<file path="src/rtl/reg_context_engine_pkg.sv">
// Shared types and constants for the register-file context save/restore engine.
package reg_context_engine_pkg;

   // Sequencer states: save walks RF -> memory, restore walks memory -> RF.
   typedef enum logic [2:0] {
      IDLE    = 3'd0,
      SAVE_RD = 3'd1,
      SAVE_WR = 3'd2,
      RST_RD  = 3'd3,
      RST_WB  = 3'd4,
      DONE    = 3'd5
   } ctx_state_t;

   // Each register occupies one 32-bit word in the save area.
   localparam int unsigned WORD_BYTES = 4;

   // Width of byte addresses on the data-memory port.
   localparam int unsigned ADDR_W = 32;

endpackage

</file>
<file path="src/rtl/reg_context_engine.sv">
// Saves or restores registers FIRST_REG..LAST_REG of the CPU register file
// to/from a contiguous word area in data memory starting at base_addr.
// All outputs are decoded from registered state only.
module reg_context_engine
   import reg_context_engine_pkg::*;
#(
   parameter int DATA_W    = 32,
   parameter int RADDR_W   = 5,
   parameter int FIRST_REG = 1,
   parameter int LAST_REG  = 31
) (
   input  logic               clk,
   input  logic               rst,
   input  logic               save_req,
   input  logic               restore_req,
   input  logic [ADDR_W-1:0]  base_addr,
   output logic               busy,
   output logic               done,
   output logic [RADDR_W-1:0] rf_read_reg,
   input  logic [DATA_W-1:0]  rf_read_data,
   output logic               rf_write_en,
   output logic [RADDR_W-1:0] rf_write_reg,
   output logic [DATA_W-1:0]  rf_write_data,
   output logic [ADDR_W-1:0]  mem_addr,
   output logic               mem_we,
   output logic               mem_re,
   output logic [DATA_W-1:0]  mem_wdata,
   input  logic [DATA_W-1:0]  mem_rdata,
   input  logic               mem_ready
);

   localparam logic [RADDR_W-1:0] FIRST_IDX = RADDR_W'(FIRST_REG);
   localparam logic [RADDR_W-1:0] LAST_IDX  = RADDR_W'(LAST_REG);
   localparam logic [ADDR_W-1:0]  ADDR_STEP = ADDR_W'(WORD_BYTES);

   ctx_state_t         state_reg;
   ctx_state_t         state_next;
   logic [RADDR_W-1:0] r_reg;     // register currently being transferred
   logic [ADDR_W-1:0]  addr_reg;  // base + WORD_BYTES*(r - FIRST_REG), wraps mod 2^32
   logic [DATA_W-1:0]  data_reg;  // word in flight between RF and memory
   logic               is_last;
   logic               accept;

   assign is_last = (r_reg == LAST_IDX);
   // Requests are only looked at in IDLE; anything arriving while busy is dropped.
   assign accept  = (state_reg == IDLE) && (save_req || restore_req);

   // State register.
   always_ff @(posedge clk) begin
      if (rst) begin
         state_reg <= IDLE;
      end else begin
         state_reg <= state_next;
      end
   end

   // Next-state decode; save takes priority over restore.
   always_comb begin
      state_next = state_reg;
      case (state_reg)
         IDLE: begin
            if (save_req) begin
               state_next = SAVE_RD;
            end else if (restore_req) begin
               state_next = RST_RD;
            end
         end
         SAVE_RD: state_next = SAVE_WR;
         SAVE_WR: begin
            if (mem_ready) begin
               state_next = is_last ? DONE : SAVE_RD;
            end
         end
         RST_RD: begin
            if (mem_ready) begin
               state_next = RST_WB;
            end
         end
         RST_WB:  state_next = is_last ? DONE : RST_RD;
         DONE:    state_next = IDLE;
         default: state_next = IDLE;
      endcase
   end

   // Register counter, address and data capture; address advances together with r.
   always_ff @(posedge clk) begin
      if (rst) begin
         r_reg    <= '0;
         addr_reg <= '0;
         data_reg <= '0;
      end else begin
         case (state_reg)
            IDLE: begin
               if (accept) begin
                  r_reg    <= FIRST_IDX;
                  addr_reg <= base_addr;
               end
            end
            SAVE_RD: begin
               data_reg <= rf_read_data;
            end
            SAVE_WR: begin
               if (mem_ready && !is_last) begin
                  r_reg    <= r_reg + 1'b1;
                  addr_reg <= addr_reg + ADDR_STEP;
               end
            end
            RST_RD: begin
               if (mem_ready) begin
                  data_reg <= mem_rdata;
               end
            end
            RST_WB: begin
               if (!is_last) begin
                  r_reg    <= r_reg + 1'b1;
                  addr_reg <= addr_reg + ADDR_STEP;
               end
            end
            default: ;
         endcase
      end
   end

   // Output decode from registered state; idle values are all zero.
   always_comb begin
      busy          = (state_reg != IDLE);
      done          = 1'b0;
      rf_read_reg   = '0;
      rf_write_en   = 1'b0;
      rf_write_reg  = '0;
      rf_write_data = '0;
      mem_addr      = '0;
      mem_we        = 1'b0;
      mem_re        = 1'b0;
      mem_wdata     = '0;
      case (state_reg)
         SAVE_RD: begin
            rf_read_reg = r_reg;
         end
         SAVE_WR: begin
            mem_we    = 1'b1;
            mem_addr  = addr_reg;
            mem_wdata = data_reg;
         end
         RST_RD: begin
            mem_re   = 1'b1;
            mem_addr = addr_reg;
         end
         RST_WB: begin
            // Register 0 is hard-wired; never let a write reach it.
            rf_write_en   = (r_reg != '0);
            rf_write_reg  = r_reg;
            rf_write_data = data_reg;
         end
         DONE: begin
            done = 1'b1;
         end
         default: ;
      endcase
   end

endmodule

</file>
<file path="config.mk">
export PLATFORM = sky130hd
export DESIGN_NAME = reg_context_engine
export DESIGN_NICKNAME = d
export VERILOG_FILES = /design/src/rtl/reg_context_engine_pkg.sv /design/src/rtl/reg_context_engine.sv
export SDC_FILE = /design/constraint.sdc
export NUM_CORES = 1
export LEC_CHECK = 0
export CAP_MARGIN = 20
export CORE_ASPECT_RATIO = 0.5
export CORE_MARGIN = 8
export CORE_UTILIZATION = 25
export CTS_CLUSTER_SIZE = 28
export DETAILED_ROUTE_END_ITERATION = 10
export GPL_ROUTABILITY_DRIVEN = 1
export GPL_TIMING_DRIVEN = 0
export SLEW_MARGIN = 20
export SYNTH_ARGS = -nofsm -noshare
export SYNTH_HDL_FRONTEND = slang
export SYNTH_SLANG_ARGS = --single-unit
</file>
<file path="constraint.sdc">
create_clock -name clk -period 2.6 [get_ports clk]
set_input_delay 0.26 -clock clk [delete_from_list [all_inputs] [get_ports clk]]
set_output_delay 0.26 -clock clk [all_outputs]
set_load 0.03 [all_outputs]
</file>
==> parameters.txt, run 1 <==
Parameter                              Value

Outcome
  Result of the run    completed

Logic synthesis
  Syn Nets    735
  Sequential cell area fraction in the yosys report    0.315
  Post-synthesis cell count    630
  Proportion of synthesized flip-flops having asynchronous set or reset    0
  Post-Synthesis Mean Instance Area    7.25 µm²
  Post-Synthesis Cell Area    4570 µm²
  Number of distinct library cells after synthesis    58
  Number of warnings issued by yosys    0
  Post-synth EDFFs    0
  Predominant post-synthesis flop cell    dfxtp_1
  Count of state elements after synthesis    72

Floorplan
  Std-Cell Rows    35
  Core Area    18200 µm²
  Die span in y    112 µm
  Effective utilization at floorplan    0.251
  I/O Pins    212
  Overall die area    23100 µm²
  Die width    207 µm

Global routing
  Vias in the first global route    5524
  Wire length of the first global-routing pass    31400 µm
  Initial antenna violation count    0
  Global routing usage summed across all routing layers    0.168
  GR Overflow Total    0
  Largest net degree at the start of global routing    12

Worst hold path
  Kind of path behind the tightest hold check    in2reg
  Hold path start    mem_rdata[25]
  Endpoint of the worst hold path    data_reg[25]$_SDFFE_PP0P_
  Count of cells along the worst hold path    3

Detailed routing
  Routed wire per std cell    18.5 µm
  Post-DR vias/cell    5.03
  Detailed-route DRC error count    0
  Total number of vias    5520
  DRT Pass-1 Iters    5
  Sum of routed wire length over all layers    20300 µm
  Post-route antenna net violation count    0
  Drt first-iter violations    355

Place
  RD Place Congestion    0.888
  IO Port Bufs    210
  DP HPWL    15700 µm
  Number of cells after detailed placement    1080

Flow run
  Max_cap viols    0

Clock network
  TritonCTS sink count    72
  Total CTS buffers    9
  Clock Tree Root    clkbuf_16
  H-tree depth    3
  CTS Buffer Depth    2
  Clk Latency, worst-skew pair    0.33 ns
  CTS clk-pin slew, worst paths    0.06 ns
  Clock tree from TritonCTS    done

Worst setup path
  Beginning of the worst register-to-register path    r_reg[1]$_SDFFE_PP0P_
  Required time of the worst setup path    2.34 ns
  Worst EP arrival    2.24 ns
  Kind of critical path    reg2out
  Worst Setup Start Kind    flip-flop
  Cell depth of the worst flop-to-flop path    9
  Endpoint of the lowest-slack register-to-register path    addr_reg[22]$_SDFFE_PP0P_
  Critical Path Sink Type    primary output
  Top fanout value on the critical path    10
  Setup slack of the worst register-to-register path    0.13 ns

Layout
  Layout Cells excl Fill    1097
  Net count of the finished layout    958
  Most frequent cells in the layout    clkdlybuf4s50_1, and2_1, nand2_1
  Layout filler cell count    1875
  Number of diodes    0
  Area growth syn-to-layout    58.4%
  Most common cell after layout, fill and taps aside    clkdlybuf4s50_1
  Fraction of layout instances using a drive strength above 1    0.0922
  Reg area    1440 µm²
  Area of combinational cells with multiple inputs    2920 µm²

Pwr
  Power per standard cell area    565 nW/µm²
  Total leakage power    0.00324 µW
  Net switching power    1490 µW
  Maximum vdd drop    316 µV
  Switching power as a share of total power    0.364
  Combinational share of power    0.339
  Internal cell power    2600 µW
  Sequential group share of total power    0.355
  Clock network power share    0.306

STA
  Worst-case clock skew    0.0108 ns
  Max Clk Rate    0.400 GHz
  Max-slew violation total from the final report    0
  Crit path time final    2.50 ns
  Final hold slack    0.500 ns
  Hold violation count in the final report    0
  Slew margin rel.    0.364
  Total Neg Setup Slack    0 ns
  Final Cycle Share    0.961
  Setup-failing EPs final    0
  RSZ-0062 raised after global routing    yes
  Worst slew pin tran    0.945 ns
-- area by class of cell --
cell class | count | area share
multi-input combinational | 496 | 0.403
timing repair buffer | 212 | 0.278
sequential | 72 | 0.199
tap | 240 | 0.0415
buffer | 54 | 0.0344
clock buffer | 12 | 0.0340
clock inverter | 3 | 0.00588
inverter | 8 | 0.00415
-- how the worst max path moves through the flow --
stage                                    startpoint                        end  slack (ns)  cells past startpoint
after floorplan               r_reg[0]$_SDFFE_PP0P_  addr_reg[24]$_SDFFE_PP0P_        0.35                     10
after global placement    state_reg[0]$_SDFFE_PP0P_          rf_write_data[23]       -0.36                      6
after detailed placement  state_reg[0]$_SDFFE_PP0P_          rf_write_data[24]       -0.40                      6
after CTS                 state_reg[2]$_SDFFE_PP0P_                     mem_re       -0.05                      6
after global routing          r_reg[1]$_SDFFE_PP0P_   addr_reg[3]$_SDFFE_PP0P_      -0.008                     10
final                     state_reg[2]$_SDFFE_PP0P_               mem_addr[12]        0.10                      5
-- metrics by stage --
step / utilization / worst slack, ns / total power, µW / cell area [µm²]
final: 0.398 / 0.100 / 4090 / 7240
after global routing: 0.398 / -0.00810 / 4330 / 7240
after CTS: 0.397 / -0.0477 / 4090 / 7220
after detailed placement: 0.384 / -0.401 / 2850 / 6970
after global placement: 0.384 / -0.362 / 2830 / 6970
after floorplan: - / 0.355 / 2240 / 4570
-- cell usage after synthesis (3+ instances only) --
cell type / instances / area, µm²
o21ai_0: 16 / 80.1
buf_1: 3 / 11.3
inv_1: 7 / 26.3
nor4_1: 6 / 37.5
nor2_1: 68 / 255
nor4b_1: 4 / 35.0
o32ai_1: 3 / 26.3
dfxtp_1: 72 / 1440
nor3b_1: 3 / 22.5
o21ai_1: 6 / 30.0
nand4_1: 9 / 56.3
and4_1: 3 / 26.3
ha_1: 4 / 50.1
and3_1: 13 / 81.3
and2_1: 102 / 638
a21o_1: 3 / 22.5
nand3_1: 15 / 75.1
a311oi_1: 35 / 307
a41oi_1: 3 / 26.3
xnor2_1: 3 / 26.3
buf_2: 15 / 75.1
nor3_1: 8 / 40.0
nand2_1: 96 / 360
clkbuf_1: 36 / 135
o31a_1: 4 / 35.0
a211oi_1: 6 / 45.0
or4_1: 3 / 22.5
a21oi_1: 29 / 145
o31ai_1: 5 / 37.5
a31oi_1: 5 / 31.3
a22oi_1: 7 / 52.6
-- metal layers --
layer | track usage | vias up | part of all wire
li1 | - | 2681 | -
met4 | 0.0488 | 0 | 0.020
met2 | 0.292 | 215 | 0.48
met1 | 0.201 | 2594 | 0.43
met3 | 0.0468 | 30 | 0.072
met5 | 0 | - | 0
-- worst max-delay path, stage by stage (launching register included) --
cell	delay, ns
dfxtp_1	0.34
buf_2	0.18
and2b_1	0.29
clkbuf_2	0.26
and2_1	0.16
clkdlybuf4s50_1	0.68
-- power groups by stage --
stage,Combinational (µW),Sequential (µW),Clock [µW]
2_1_floorplan,840,1400,0
5_1_grt,1520,1480,1330
3_5_place_dp,1380,1470,0
3_3_place_gp,1360,1460,0
6_report,1390,1450,1250
4_1_cts,1370,1450,1270
-- cells by family after synthesis --
| group | Yosys count | share of synthesized area |
|---|---|---|
| XOR/XNOR | 3 | 0.00575 |
| AND/OR/NAND/NOR | 345 | 0.384 |
| adder cells (fa/ha/maj) | 4 | 0.0110 |
| buffers and inverters | 62 | 0.0550 |
| AO/OA/AOI/OAI | 140 | 0.219 |
| flip-flops | 72 | 0.315 |
| multiplexers | 4 | 0.00931 |
-- what timing repair did --
action / 4_1_cts / 5_1_grt
pin swaps: 0 / 3
endpoints found under the hold margin: 0 / 0
setup endpoints to repair: 101 / 85
hold buffers: 0 / 0
gates resized for setup: 92 / 74
buffers inserted: 0 / 2
Note: power is estimated with default switching activity, not from simulation.
==> inputs of run 2 (changes only) <==
--- a/config.mk
+++ b/config.mk
@@ -6,10 +6,9 @@
 export NUM_CORES = 1
 export LEC_CHECK = 0
 export CAP_MARGIN = 20
-export CORE_ASPECT_RATIO = 0.5
+export CORE_ASPECT_RATIO = 0.75
 export CORE_MARGIN = 8
 export CORE_UTILIZATION = 25
-export CTS_CLUSTER_SIZE = 28
 export DETAILED_ROUTE_END_ITERATION = 10
 export GPL_ROUTABILITY_DRIVEN = 1
 export GPL_TIMING_DRIVEN = 0
==> run 2 against run 1 <==
Clock skew decreased by 0.0060 ns. Sequential share of layout area decreased by 0.29 points. Worst setup slack got worse by 0.0013 ns. Global-route usage increased by 0.76 points. First-iteration DRC count increased by 38%. Via count increased by 0.11%. Hold slack got worse by 0.021 ns. Cell count increased by 0.55%. Critical path depth unchanged. Routed wire length increased by 3.5%. Largest cell class unchanged. Highest routed layer unchanged.
==> parameters.txt, run 2 (synthesized netlist as in run 1, its figures left out) <==
Parameter                              Value

Outcome
  Result of the run    completed

Detailed routing
  DRT Pass-1 Iters    5
  Detailed-route DRC error count    0
  Routed wire per std cell    19.1 µm
  Post-DR vias/cell    5.01
  Total number of vias    5526
  Sum of routed wire length over all layers    21100 µm
  Drt first-iter violations    490
  Post-route antenna net violation count    0

Global routing
  Vias in the first global route    5215
  Initial antenna violation count    0
  Largest net degree at the start of global routing    17
  GR Overflow Total    0
  Most Used Layer, Global Route    met1
  Wire length of the first global-routing pass    31500 µm
  Met2 usage    0.249
  Global Route met3 Usage    0.0505
  Global routing usage summed across all routing layers    0.176
  Met1 Usage GRT    0.253

STA
  Max Clk Rate    0.400 GHz
  Total Neg Setup Slack    0 ns
  RSZ-0062 raised after global routing    yes
  Crit path time final    2.50 ns
  Final Cycle Share    0.962
  Max-slew violation total from the final report    0
  Slew margin rel.    0.274
  Worst-case clock skew    0.00474 ns
  Hold violation count in the final report    0
  Worst slew pin tran    1.08 ns
  Setup-failing EPs final    0

Pwr
  Total leakage power    0.00343 µW
  Net switching power    1500 µW
  Internal cell power    2770 µW
  Power per standard cell area    581 nW/µm²
  Switching power as a share of total power    0.351
  Sequential group share of total power    0.338
  Clock network power share    0.328
  Maximum vdd drop    336 µV
  Combinational share of power    0.334

Floorplan
  Effective utilization at floorplan    0.257
  I/O Pins    212
  Overall die area    22900 µm²
  Std-Cell Rows    42
  Core Area    17800 µm²
  Die width    172 µm
  Die span in y    133 µm

Clock network
  Clock tree from TritonCTS    done
  Clock Tree Root    clkbuf_16
  CTS Buffer Depth    2
  CTS clk-pin slew, worst paths    0.06 ns
  TritonCTS sink count    72
  Total CTS buffers    9
  Clk Latency, worst-skew pair    0.33 ns
  H-tree depth    3
  Count of hold buffers inserted by post-cts repair    0

Worst setup path
  Setup slack of the worst register-to-register path    0.12 ns
  Top fanout value on the critical path    10
  Critical Path Sink Type    primary output
  Worst Setup Start Kind    flip-flop
  Required time of the worst setup path    2.34 ns
  Kind of critical path    reg2out
  Worst EP arrival    2.24 ns

Layout
  Net count of the finished layout    961
  Most common cell after layout, fill and taps aside    clkdlybuf4s50_1
  Most frequent cells in the layout    clkdlybuf4s50_1, and2_1, nand2_1
  Reg area    1440 µm²
  Layout filler cell count    1919
  Area of combinational cells with multiple inputs    2920 µm²
  Number of diodes    0
  Area growth syn-to-layout    60.9%
  Fraction of layout instances using a drive strength above 1    0.109
  Final standard cell utilization of the core    0.414

Place
  DP HPWL    16200 µm
  IO Port Bufs    210
  RD Place Congestion    0.854

Flow run
  Max_cap viols    0

Worst hold path
  Kind of path behind the tightest hold check    in2reg
-- run 2: cell types whose count changed in the layout (fill, tap and decap cells not counted), sizes merged --
cell	delta
inv	-1
dlymetal6s2s	+10
bufinv	+1
clkdlybuf4s50	-7
clkinvlp	-1
buf	+2
dlygate4sd2	-6
clkbuf	+6
-- run 2: through the flow --
step	total power (µW)	std cells	worst slack (ns)	hold slack, ns	cell area (µm²)
6_report	4270	1103	0.0988	0.479	7350
5_1_grt	4520	1103	-0.0250	0.500	7350
4_1_cts	4260	1098	0.00331	0.476	7310
3_5_place_dp	2850	1082	-0.562	0.486	6980
3_3_place_gp	2850	1082	-0.539	0.469	6980
2_1_floorplan	2240	630	0.355	0.407	4570
-- run 2: timing repair --
item                       CTS  global route
gates cloned                 0             0
resized for setup          110            77
buffers inserted             1             5
setup endpoints to repair  115           100
pin swaps                    1             5
-- run 2: power by group through the flow --
| stage | Sequential [µW] | Combinational [µW] | Clock (µW) |
|---|---|---|---|
| 4_1_cts | 1440 | 1390 | 1430 |
| 3_3_place_gp | 1460 | 1390 | 0 |
| 3_5_place_dp | 1460 | 1390 | 0 |
| 5_1_grt | 1470 | 1560 | 1490 |
| 6_report | 1440 | 1430 | 1400 |
| 2_1_floorplan | 1400 | 840 | 0 |
-- run 2: layer usage --
metal	wire, µm	part of all wire	vias up
li1	-	-	2685
met1	9930	0.47	2576
met2	8840	0.42	247
met3	1980	0.094	18
met4	306	0.015	0
met5	0	0	-
-- run 2: cell type report --
class,instances,area share
Buffer,53,0.0337
Timing Repair Buffer,216,0.281
Tap cell,242,0.0412
Clock buffer,14,0.0373
Inverter,8,0.00477
Multi-Input combinational cell,496,0.397
Clock inverter,2,0.00817
Sequential cell,72,0.196
-- run 2: worst paths after layout --
kind | start | end | cells past startpoint
hold reg to reg | addr_reg[1]$_SDFFE_PP0P_ | addr_reg[1]$_SDFFE_PP0P_ | 2
setup / recovery | state_reg[1]$_SDFFE_PP0P_ | mem_addr[18] | 5
setup reg to reg | r_reg[0]$_SDFFE_PP0P_ | addr_reg[24]$_SDFFE_PP0P_ | 10
hold / removal | rst | addr_reg[25]$_SDFFE_PP0P_ | 3
-- run 2: worst max-delay path, cell delays in order (launching register included) --
cell,delay [ns]
dfxtp_1,0.34
buf_2,0.23
and2b_1,0.24
clkbuf_2,0.27
and2_1,0.17
clkdlybuf4s50_1,0.67
==> inputs of run 3 (changes only) <==
--- a/config.mk
+++ b/config.mk
@@ -6,13 +6,13 @@
 export NUM_CORES = 1
 export LEC_CHECK = 0
 export CAP_MARGIN = 20
-export CORE_ASPECT_RATIO = 0.75
+export CORE_ASPECT_RATIO = 1.1
 export CORE_MARGIN = 8
 export CORE_UTILIZATION = 25
 export DETAILED_ROUTE_END_ITERATION = 10
 export GPL_ROUTABILITY_DRIVEN = 1
 export GPL_TIMING_DRIVEN = 0
-export SLEW_MARGIN = 20
+export SLEW_MARGIN = 30
 export SYNTH_ARGS = -nofsm -noshare
 export SYNTH_HDL_FRONTEND = slang
 export SYNTH_SLANG_ARGS = --single-unit
==> run 3 against run 2 <==
Count of clock-buffer cells in the layout is 2 lower. Total power is 3.7% lower. Non-clock buffer count is 4 lower. First-iteration DRC count is 32% lower. Routed wire length is 0.24% higher. Register-to-register slack worse by 0.02 ns. Cell count is 0.36% lower. Hold slack better by 0.0091 ns. Critical path type is now reg2reg. Highest routed layer unchanged.
==> parameters.txt, run 3 (synthesized netlist as in run 1, its figures left out) <==
Parameter                              Value

Outcome
  Result of the run    completed

STA
  Worst-case clock skew    0.00753 ns
  Worst slew pin tran    0.930 ns
  Slew margin rel.    0.374
  PnR worst setup slack    0.0991 ns
  RSZ-0062 raised after global routing    yes
  Crit path time final    2.50 ns
  Setup-failing EPs final    0
  Max Clk Rate    0.400 GHz
  Hold violation count in the final report    0
  Max-slew violation total from the final report    0
  Final Cycle Share    0.962

Clock network
  Clk Latency, worst-skew pair    0.34 ns
  CTS clk-pin slew, worst paths    0.06 ns
  H-tree depth    3
  Total CTS buffers    9
  Clock Tree Root    clkbuf_16
  Clock tree from TritonCTS    done
  TritonCTS sink count    72
  CTS Buffer Depth    2

Floorplan
  Die width    145 µm
  Std-Cell Rows    52
  Effective utilization at floorplan    0.252
  I/O Pins    212
  Die span in y    158 µm
  Overall die area    22900 µm²
  Core Area    18200 µm²

Global routing
  GR Overflow Total    0
  Initial antenna violation count    0
  Global routing usage summed across all routing layers    0.178
  Vias in the first global route    5517
  Largest net degree at the start of global routing    17
  Wire length of the first global-routing pass    31800 µm

Pwr
  Sequential group share of total power    0.353
  Switching power as a share of total power    0.367
  Clock network power share    0.308
  Total leakage power    0.00341 µW
  Internal cell power    2600 µW
  Combinational share of power    0.339
  Maximum vdd drop    330 µV
  Power per standard cell area    567 nW/µm²
  Net switching power    1510 µW

Layout
  Final standard cell utilization of the core    0.400
  Most frequent cells in the layout    clkdlybuf4s50_1, and2_1, nand2_1
  Area growth syn-to-layout    58.8%
  Number of diodes    0
  Fraction of layout instances using a drive strength above 1    0.107
  Net count of the finished layout    957
  Most common cell after layout, fill and taps aside    clkdlybuf4s50_1

Place
  Worst-case setup slack after placement    -0.388 ns
  IO Port Bufs    210
  RD Place Congestion    0.892
  DP HPWL    16200 µm

Detailed routing
  Detailed-route DRC error count    0
  Routed wire per std cell    19.2 µm
  Sum of routed wire length over all layers    21100 µm
  Post-DR vias/cell    5.05
  Post-route antenna net violation count    0
  Drt first-iter violations    334
  Total number of vias    5548
  DRT Pass-1 Iters    5

Worst hold path
  Kind of path behind the tightest hold check    in2reg

Worst setup path
  Required time of the worst setup path    2.80 ns
  Critical Path Sink Type    flip-flop
  Kind of critical path    reg2reg
  Worst EP arrival    2.70 ns
  Top fanout value on the critical path    10
  Worst Setup Start Kind    flip-flop

Flow run
  Max_cap viols    0
==> run 3: changes by cell type in the layout (fill, tap and decap cells not counted), moves of 2 or more <==
cell | before | now
dlygate4sd2_1 | 34 | 16
clkbuf_8 | 3 | 1
clkdlybuf4s15_2 | 6 | 0
clkdlybuf4s50_1 | 117 | 114
dlymetal6s2s_1 | 28 | 32
buf_2 | 12 | 14
clkbuf_2 | 35 | 42
clkdlybuf4s15_1 | 2 | 17
buf_4 | 8 | 5
==> run 3: path summary, 6_finish.rpt <==
path                                                   to  cells past startpoint  slack (ns)                     start
worst max-delay path            addr_reg[24]$_SDFFE_PP0P_                     10         0.1     r_reg[0]$_SDFFE_PP0P_
worst min-delay path            data_reg[14]$_SDFFE_PP0P_                      3        0.49             mem_rdata[14]
worst max register to register  addr_reg[24]$_SDFFE_PP0P_                     10         0.1     r_reg[0]$_SDFFE_PP0P_
worst min register to register   addr_reg[0]$_SDFFE_PP0P_                      2        0.49  addr_reg[0]$_SDFFE_PP0P_
==> run 3: layout make-up <==
cell class                      count  area [µm²]
Fill cell                        1907       10900
Multi-Input combinational cell    496        2920
Clock buffer                       12         246
Clock inverter                      3        42.5
Buffer                             53         249
Tap cell                          243         304
Inverter                            8        32.5
Sequential cell                    72        1440
Timing Repair Buffer              212        2020
==> run 3: layer usage <==
layer,up-vias,global-route usage,wire length (µm)
met1,2534,0.197,8350
met5,-,0,0
met2,300,0.297,9650
met4,0,0.0727,573
met3,36,0.0755,2530
li1,2678,-,-
==> run 3: per-stage QoR <==
stage | TNS [ns] | area (µm²) | power, µW | cells | hold slack, ns
detailed placement | -13.89 | 6980 | 2860 | 1083 | 0.480
CTS | 0 | 7250 | 4130 | 1098 | 0.476
global route | -0.0171 | 7260 | 4320 | 1099 | 0.489
finish | 0 | 7260 | 4110 | 1099 | 0.488
floorplan | 0 | 4570 | 2240 | 630 | 0.407
global placement | -13.73 | 6980 | 2850 | 1083 | 0.470
==> run 3: timing repair <==
action	in CTS	in global routing
pin swaps	0	1
buffers inserted	1	1
hold buffers	0	0
setup endpoints to repair	115	129
resized for setup	92	119
==> run 3: power groups by stage <==
stage / Clock (µW) / Sequential [µW] / Combinational, µW
after floorplan: 0 / 1400 / 840
after global placement: 0 / 1470 / 1380
after detailed placement: 0 / 1470 / 1390
after CTS: 1290 / 1450 / 1390
after global routing: 1320 / 1480 / 1520
final: 1270 / 1450 / 1390
==> run 3: critical path: stages (launching register included) <==
cell and delay (ns):
dfxtp_2 0.36, ha_1 0.21, and3_1 0.19, ha_2 0.20
nor4bb_2 0.32, a211oi_2 0.14, or2_1 0.28, buf_4 0.20
buf_4 0.20, a22oi_1 0.19, a21oi_1 0.08
